$ cat config.mk
export PLATFORM = sky130hd
export DESIGN_NAME = seg7_scan
export DESIGN_NICKNAME = d
export VERILOG_FILES = /design/src/rtl/seg7_pkg.sv /design/src/rtl/seg7_decode.sv /design/src/rtl/seg7_scan.sv
export SDC_FILE = /design/constraint.sdc
export NUM_CORES = 1
export LEC_CHECK = 0
export CAP_MARGIN = 10
export CELL_PAD_IN_SITES_DETAIL_PLACEMENT = 0
export CELL_PAD_IN_SITES_GLOBAL_PLACEMENT = 1
export CORE_MARGIN = 5
export CORE_UTILIZATION = 40
export CTS_CLUSTER_SIZE = 10
export DETAILED_ROUTE_END_ITERATION = 8
export PLACE_DENSITY_LB_ADDON = 0.1
export SYNTH_ARGS = -nofsm -noshare
export SYNTH_HDL_FRONTEND = slang
export SYNTH_SLANG_ARGS = --single-unit
$ cat constraint.sdc
create_clock -name clk -period 5.22 [get_ports clk]
set_clock_uncertainty 0.2 [all_clocks]
set_input_delay 1.044 -clock clk [delete_from_list [all_inputs] [get_ports clk]]
set_output_delay 1.044 -clock clk [all_outputs]
set_load 0.02 [all_outputs]
$ cat src/rtl/seg7_pkg.sv
// Shared types and constants for the four-digit multiplexed seven-segment scanner.
package seg7_pkg;

    localparam int unsigned NUM_DIGITS = 4;
    localparam int unsigned BCD_W      = 4;
    localparam int unsigned SEG_W      = 7;
    localparam int unsigned IDX_W      = 2;

    localparam logic [IDX_W-1:0] POS_ONES = 2'd0;
    localparam logic [IDX_W-1:0] POS_TENS = 2'd1;
    localparam logic [IDX_W-1:0] POS_HUND = 2'd2;
    localparam logic [IDX_W-1:0] POS_THOS = 2'd3;

    // Active-low cathode patterns, bit order {g,f,e,d,c,b,a}
    localparam logic [SEG_W-1:0] SEG_0     = 7'b1000000;
    localparam logic [SEG_W-1:0] SEG_1     = 7'b1111001;
    localparam logic [SEG_W-1:0] SEG_2     = 7'b0100100;
    localparam logic [SEG_W-1:0] SEG_3     = 7'b0110000;
    localparam logic [SEG_W-1:0] SEG_4     = 7'b0011001;
    localparam logic [SEG_W-1:0] SEG_5     = 7'b0010010;
    localparam logic [SEG_W-1:0] SEG_6     = 7'b0000010;
    localparam logic [SEG_W-1:0] SEG_7     = 7'b1111000;
    localparam logic [SEG_W-1:0] SEG_8     = 7'b0000000;
    localparam logic [SEG_W-1:0] SEG_9     = 7'b0010000;
    localparam logic [SEG_W-1:0] SEG_DASH  = 7'b0111111;
    localparam logic [SEG_W-1:0] SEG_BLANK = 7'b1111111;

    typedef struct packed {
        logic [BCD_W-1:0] thos;
        logic [BCD_W-1:0] hund;
        logic [BCD_W-1:0] tens;
        logic [BCD_W-1:0] ones;
    } bcd_digits_t;

    function automatic logic [BCD_W-1:0] digit_at(input bcd_digits_t d,
                                                 input logic [IDX_W-1:0] pos);
        case (pos)
            POS_ONES: return d.ones;
            POS_TENS: return d.tens;
            POS_HUND: return d.hund;
            default:  return d.thos;
        endcase
    endfunction

endpackage

$ cat src/rtl/seg7_decode.sv
// BCD to active-low seven-segment decoder; non-decimal codes show a dash.
module seg7_decode
    import seg7_pkg::*;
(
    input  logic [BCD_W-1:0] bcd,
    output logic [SEG_W-1:0] seg_c
);

    always_comb begin
        seg_c = SEG_DASH;
        case (bcd)
            4'd0:    seg_c = SEG_0;
            4'd1:    seg_c = SEG_1;
            4'd2:    seg_c = SEG_2;
            4'd3:    seg_c = SEG_3;
            4'd4:    seg_c = SEG_4;
            4'd5:    seg_c = SEG_5;
            4'd6:    seg_c = SEG_6;
            4'd7:    seg_c = SEG_7;
            4'd8:    seg_c = SEG_8;
            4'd9:    seg_c = SEG_9;
            default: seg_c = SEG_DASH;
        endcase
    end

endmodule

$ cat src/rtl/seg7_scan.sv
// Four-digit multiplexed display driver: frame-synchronous digit update,
// leading-zero blanking, one decimal point, registered anode/cathode outputs.
module seg7_scan
    import seg7_pkg::*;
#(
    parameter int unsigned REFRESH_DIV = 100000,
    parameter int unsigned DP_DIGIT    = 2
) (
    input  logic                  clk,
    input  logic                  reset,
    input  logic [BCD_W-1:0]      thos,
    input  logic [BCD_W-1:0]      hund,
    input  logic [BCD_W-1:0]      tens,
    input  logic [BCD_W-1:0]      ones,
    input  logic                  load,
    input  logic                  blank_lz,
    input  logic                  dp_en,
    output logic [NUM_DIGITS-1:0] an,
    output logic [SEG_W-1:0]      seg,
    output logic                  dp,
    output logic                  frame_done
);

    localparam int unsigned       CNT_W   = (REFRESH_DIV > 1) ? $clog2(REFRESH_DIV) : 1;
    localparam logic [CNT_W-1:0]  CNT_MAX = CNT_W'(REFRESH_DIV - 1);
    localparam logic [IDX_W-1:0]  DP_POS  = IDX_W'(DP_DIGIT);

    logic [CNT_W-1:0] presc;
    logic [IDX_W-1:0] idx;
    bcd_digits_t      shadow;
    bcd_digits_t      active;
    logic             pending;

    logic             tick_c;
    logic             boundary_c;
    logic             blank_c;
    logic [BCD_W-1:0] cur_digit_c;
    logic [SEG_W-1:0] dec_seg_c;

    assign tick_c      = (presc == CNT_MAX);
    assign boundary_c  = tick_c && (idx == POS_THOS);
    assign cur_digit_c = digit_at(active, idx);

    // Slot timing: prescaler sets the dwell time, idx walks the digits
    always_ff @(posedge clk or posedge reset) begin
        if (reset) begin
            presc <= '0;
            idx   <= POS_ONES;
        end else if (tick_c) begin
            presc <= '0;
            idx   <= idx + IDX_W'(1);
        end else begin
            presc <= presc + CNT_W'(1);
        end
    end

    // Double buffer: a load coincident with a boundary lands in shadow after the
    // boundary has already copied the previous shadow, so it waits one frame.
    always_ff @(posedge clk or posedge reset) begin
        if (reset) begin
            shadow  <= '0;
            active  <= '0;
            pending <= 1'b0;
        end else begin
            if (boundary_c && pending) begin
                active  <= shadow;
                pending <= 1'b0;
            end
            if (load) begin
                shadow  <= {thos, hund, tens, ones};
                pending <= 1'b1;
            end
        end
    end

    // Leading-zero blanking of the digit currently being scanned
    always_comb begin
        blank_c = 1'b0;
        if (blank_lz) begin
            case (idx)
                POS_THOS: blank_c = (active.thos == '0);
                POS_HUND: blank_c = (active.thos == '0) && (active.hund == '0);
                POS_TENS: blank_c = (active.thos == '0) && (active.hund == '0)
                                    && (active.tens == '0);
                default:  blank_c = 1'b0;
            endcase
        end
    end

    seg7_decode u_decode (
        .bcd   (cur_digit_c),
        .seg_c (dec_seg_c)
    );

    always_ff @(posedge clk or posedge reset) begin
        if (reset) begin
            an         <= '1;
            seg        <= SEG_BLANK;
            dp         <= 1'b1;
            frame_done <= 1'b0;
        end else begin
            frame_done <= boundary_c;
            if (blank_c) begin
                an  <= '1;
                seg <= SEG_BLANK;
                dp  <= 1'b1;
            end else begin
                an  <= ~(NUM_DIGITS'(1) << idx);
                seg <= dec_seg_c;
                dp  <= !((idx == DP_POS) && dp_en);
            end
        end
    end

endmodule

==> summary.md, run 1 <==
| Metric | Value |
|---|---|
| Dpl hpwl | 3704 microns |
| Mapped cell area | 0.002905 sq mm |
| Setup violators final | 0 |
| CTS H-Tree Depth | 3 |
| Reg2reg path depth | 4 |
| Setup bufs post-CTS | 0 |
| I/O pin total | 34 |
| Antenna violations before repair | 0 |
| Total number of vias | 1,872 |
| Outcome | finished clean |
| Minimum clock period | a little over 3 ns |
| Final Hold Viols | 0 |
| CTS resizes | 0 |
| Hold Buf Count CTS | 0 |
| Clock power frac | a little over two fifths |
| Most frequent cell after synthesis | dfrtp_1 |
| Design area | 0.003525 sq mm |
| P_int | 0.0007601 W |
| Share of layout cells above drive strength 1 | 19.49% |
| CP required | between 5 and 6 ns |
| Vias in the first global route | 1,871 |
| Antenna viol nets, final | 0 |
| Clock insertion delay at the later pin of the skew report | between 0.3 and 0.4 ns |
| Register area share after synthesis | around 57% |
| Setup TNS | 0 ns |
| Placed inst area | 0.003329 sq mm |
| Num rows | 31 |
| Pwr Density | 277.8 mW/mm^2 |
| Total Wirelength | 5219 microns |
| Die area | 0.009068 sq mm |
| Leak | 1.560 nW |
| Clock Tree Buf Depth | 2 |
| CTS clk-pin slew, worst paths | roughly 0.070 ns |
| Dpl ws | 2.083 ns |
| Remaining global-route overflow | 0 |
| Busiest grt layer | met2 |
| Drt drc | 0 |
| Share of power burned in registers | 53.4% |
| Crit Path Max Fanout | 16 |
| Post-synth top flop | dfrtp_1 |
| Critical Path AT | 3.12 ns |
| Root Buffer | clkbuf_8 |
| Area delta synth->final | 21.32% |
| Worst slew pin tran | between 0.8 and 0.9 ns |
| Max Freq | 322.8 MHz |
| Period utilisation layout | 59.35% |
| Grt met3 use | 3.315% |
| RSZ-0062 raised after global routing | no |
| Dpl cells | 360 |
| Synth Area per Inst | 12.47 sq um |
| RePlAce Congestion | around 0.77 |
| Nets | 303 |
| Initial Util | 40.49% |
| Met2 Usage GRT | 20.35% |
| Hold path cells | 1 |
| Via density | 4.979 |
| Syn nets | approximately 260 |
| Setup CP Type | reg -> reg |
| Crit path from | presc[12] |
| Area leader, netlist | dfrtp_1 |
| Crit path to | active[7] |
| Critical R2R Capture | active[7] |
| Reg2Reg Setup Slack | 2.12 ns |
| GRT met1 Usage | 17.09% |
| Iteration-0 DRC Markers | 60 |
| Max_slew headroom | 45.39% |
| Cell count after synthesis | ~230 |
| Fin util | between 40% and 50% |
| Port bufs | 33 |
| Total track usage | between 10% and 20% |
| Routed len/inst | roughly 14 microns |
| CTS Sinks | 65 |
| Syn. warnings | 0 |
| Setup crit start kind | flip-flop |
| Core area | 0.007176 sq mm |
| CTS buffer count | 9 |
| Worst VDD drop | around 170 uV |
| First-pass GRT wire length | 9087 microns |
| Synth cell count leaders | 53 x dfrtp_1, 20 x mux2_2, 15 x inv_1, 15 x mux2_1, 14 x nand2_1 |
| Synth top area share | ~46% |
| Final Non-Filler Cells | 376 |
| Die H | 95.23 microns |
| ANT cells | 0 |
| TritonRoute pass-1 iters | 5 |
| Area contributors post-synth | dfrtp_1 46%, dfstp_2 11%, mux2_2 7.8%, mux2_1 5.8%, ha_1 4.3% |
| Reg2reg start | presc[12] |
| Switching share of power | between 20% and 30% |
| TritonCTS clock tree | yes |
| Asr flop ratio synth | 100.0% |
| Yosys cell types | 37 |
| Max_cap viols | 0 |
| Largest net degree at the start of global routing | 66 |
| #FFs+latches synth | 65 |
| CP Capture Type | flip-flop |
| Width of the die | approximately 95 microns |
| NetSw | 0.0002189 W |
| Worst Hold Class | reg -> reg |
| EDFF count, synth | 0 |
| Post-route setup slack | roughly 2.1 ns |
| Share of total power in combinational logic | under 10% |
| Count of pins over their slew limit | 0 |
==> registers in the layout, summed over array words and instances, names as in the netlist <==
signal / flops
seg: 7
presc: 17
idx: 2
pending: 1
frame_done: 1
active: 16
an: 4
dp: 1
shadow: 16
==> through the flow <==
step                hold WS, ns  total power [W]
finish                   0.2813        0.0009790
global route             0.3109         0.001022
CTS                      0.2938        0.0009944
detailed placement       0.2787        0.0005757
global placement         0.2681        0.0005745
floorplan                0.2419        0.0005518
==> cell families (layout without fill, tap and decap cells) <==
group	after synthesis	after routing	synth area share, %
adder cells (fa/ha/maj)	10	10	4.307
AND/OR/NAND/NOR	60	60	11.46
multiplexers	38	38	14.60
XOR/XNOR	13	13	3.919
AO/OA/AOI/OAI	26	26	5.986
buffers and inverters	21	65	3.230
flip-flops	65	65	56.50
==> power groups by stage <==
stage | Combinational [W] | Clock (W) | Sequential [W]
2_1_floorplan | 0.0000224 | 0 | 0.000529
3_3_place_gp | 0.0000420 | 0 | 0.000533
3_5_place_dp | 0.0000430 | 0 | 0.000533
4_1_cts | 0.0000432 | 0.000428 | 0.000523
5_1_grt | 0.0000466 | 0.000451 | 0.000524
6_report | 0.0000414 | 0.000415 | 0.000523
==> critical path, cell delays in order, from the launching register on <==
cell     delay, ns
dfrtp_1       0.42
or4b_4        0.57
nor4_4        0.66
and3_1        0.73
mux2_2        0.40
==> worst min path at each step <==
stage	from	endpoint	slack, ns
2_1_floorplan	pending	pending	0.24
3_3_place_gp	pending	pending	0.27
3_5_place_dp	pending	pending	0.28
4_1_cts	presc[0]	presc[0]	0.29
5_1_grt	presc[0]	presc[0]	0.31
6_report	pending	pending	0.28
==> cell usage in the layout, fill, tap and decap left out, drive strengths merged, types with 2 or more instances in the layout <==
cell           instances
nor4                   4
ha                    10
inv                   15
nand4                  7
and3                   2
or4b                   2
nand2                 14
clkbuf                 9
or3                    3
dfstp                 12
o21ai                  8
mux2                  35
clkinvlp               3
xor2                   3
nor3                   3
xnor2                 10
or4                    2
clkdlybuf4s50         33
a21oi                  5
a211oi                 3
dfrtp                 53
nor2                   9
mux2i                  3
a222oi                 4
nand3                 10
a21o                   2
clkinv                 3
==> routing by layer <==
layer  up-vias  wire (microns)
met1       900            2353
met4         0             109
li1        916               -
met3        10             294
met2        46            2461
met5         -               0
==> final cells by class <==
type | count | area, sq um
Fill cell | 654 | 3651
Tap cell | 99 | 123.9
Sequential cell | 65 | 1642
Multi-Input combinational cell | 147 | 1170
Timing Repair Buffer | 34 | 337.8
Inverter | 15 | 56.30
Clock buffer | 9 | 123.9
Clock inverter | 7 | 71.32
Note: power is estimated with default switching activity, not from simulation.
==> run 2, diff against run 1 <==
Clock period 5.22 ns to 2.7 ns, I/O delays scaled along.
==> summary.md, run 2 (same netlist as run 1, synthesis figures left out) <==
| Metric | Value |
|---|---|
| Outcome | finished clean |
| Port bufs | 33 |
| Hold Path End | pending |
| Post-route setup slack | ~0.32 ns |
| Initial Util | 40.49% |
| Die area | 0.009068 sq mm |
| Total number of vias | 1,839 |
| Nets | 308 |
| Crit path from | idx[0] |
| Worst VDD drop | 223.0 uV |
| Layout fillers | 640 |
| Minimum clock period | approximately 2.4 ns |
| Antenna viol nets, final | 0 |
| Vias in the first global route | 1,830 |
| Setup TNS | 0 ns |
| Clock insertion delay at the later pin of the skew report | 0.34 ns |
| TritonRoute pass-1 iters | 4 |
| First-pass GRT wire length | around 9000 microns |
| Setup CP Type | reg -> reg |
| TritonCTS clock tree | yes |
| CTS resizes | 0 |
| Worst Hold Class | reg -> reg |
| Drt drc | 0 |
| Hold path cells | 1 |
| Total Wirelength | roughly 5300 microns |
| Setup crit start kind | flip-flop |
| Period utilisation layout | between 80% and 90% |
| Root Buffer | clkbuf_8 |
| Iteration-0 DRC Markers | 99 |
| Antenna violations before repair | 0 |
| Final Non-Filler Cells | 381 |
| CP Capture Type | flip-flop |
| Reg2reg start | idx[0] |
| Via density | 4.827 |
| Critical R2R Capture | seg[3] |
| CTS H-Tree Depth | 3 |
| Reg2reg path depth | 8 |
| I/O pin total | 34 |
| Dpl cells | 365 |
| Routed len/inst | 14.02 microns |
| Num rows | 31 |
| Dpl ws | 0.3286 ns |
| Area delta synth->final | 24.68% |
| CTS buffer count | 9 |
| Final Hold Viols | 0 |
| Reg2Reg Setup Slack | 0.32 ns |
| Most frequent cells in the layout | 53 x dfrtp_1, 33 x clkdlybuf4s50_1, 20 x mux2_2 |
| Die H | 95.23 microns |
| Count of pins over their slew limit | 0 |
| Critical Path AT | 2.46 ns |
| Setup violators final | 0 |
| CTS clk-pin slew, worst paths | roughly 0.070 ns |
| Crit Path Max Fanout | 7 |
| Placed inst area | around 0.0034 sq mm |
| Clock Tree Buf Depth | 2 |
| Hold Slack | about 0.28 ns |
| Max_slew headroom | 63.66% |
| Largest register by flop count | presc |
| Leak | about 1.6 nW |
| Setup bufs post-CTS | 0 |
| RePlAce Congestion | 0.7600 |
| CTS Sinks | 65 |
| Total track usage | a little over an eighth |
| Most common cell after layout, fill and taps aside | dfrtp_1 |
| Remaining global-route overflow | 0 |
| Pwr Density | 576.8 mW/mm^2 |
| Worst slew pin tran | 0.5300 ns |
| Dpl hpwl | 3728 microns |
| Design area | ~0.0036 sq mm |
| ANT cells | 0 |
| Critical hold path startpoint | pending |
| Core area | 0.007176 sq mm |
| Largest regs | presc x17, active x16, shadow x16 |
| Max FFs per register | 17 |
| Max Freq | around 420 MHz |
| Hold Buf Count CTS | 0 |
| Width of the die | about 95 microns |
| CP required | 2.77 ns |
| Largest net degree at the start of global routing | 47 |
| RSZ-0062 raised after global routing | no |
| Max_cap viols | 0 |
| Share of layout cells above drive strength 1 | 20.92% |
==> run 2: cell types whose count changed in the layout (fill, tap and decap cells not counted) <==
cell        previous run  this run
clkinvlp_4             3         2
clkinv_2               2         1
buf_12                 0         1
bufinv_16              1         3
buf_4                  1         5
==> run 2: worst max-delay path, cell delays in order (launching register included) <==
cell	delay [ns]
dfrtp_1	0.42
inv_1	0.15
ha_1	0.31
a222oi_1	0.13
mux2i_1	0.44
inv_1	0.14
ha_1	0.30
a21o_1	0.15
nand4_1	0.08
==> run 2: metrics by stage <==
step           total power (W)  util (%)
4_1_cts               0.002117     50.48
3_5_place_dp          0.001115     47.10
3_3_place_gp          0.001113     47.10
2_1_floorplan         0.001067         -
6_report              0.002089     50.48
5_1_grt               0.002172     50.48
==> run 2: report_power, final <==
group | leakage [nW] | switching, W | total [W] | internal [W]
Clock | 0.115 | 0.000383 | 0.000996 | 0.000613
Sequential | 0.809 | 0.0000123 | 0.00101 | 0.000998
Combinational | 0.689 | 0.0000325 | 0.0000828 | 0.0000503
Total | 1.61 | 0.000428 | 0.00209 | 0.00166
==> run 2: layout make-up <==
cell class	instances	area, sq um	share of cell area, %
Sequential cell	65	1642	45.32
Multi-Input combinational cell	147	1170	32.30
Timing Repair Buffer	39	387.9	10.71
Clock buffer	9	123.9	3.420
Tap cell	99	123.9	3.420
Clock inverter	7	118.9	3.282
Inverter	15	56.30	1.554
==> run 2: layer usage <==
| layer | track usage, % | wire length (microns) |
|---|---|---|
| met1 | 16.51 | 2508 |
| met4 | 5.769 | 81 |
| met3 | 4.341 | 240 |
| met5 | 0 | 0 |
| met2 | 20.99 | 2511 |
==> run 2: worst max path at each step <==
stage / depth (start not counted) / slack (ns) / endpoint
final: 8 / 0.32 / seg[3]
after global routing: 8 / 0.10 / seg[3]
after CTS: 8 / 0.31 / seg[4]
after detailed placement: 8 / 0.33 / seg[4]
after global placement: 8 / 0.37 / seg[4]
after floorplan: 6 / 0.34 / active[0]
==> run 3, diff against run 2 <==
Settings changed: CAP_MARGIN 10 to unset.
==> results of run 3 <==
Same layout as run 2: the final DEF is identical, and so are final timing and power.
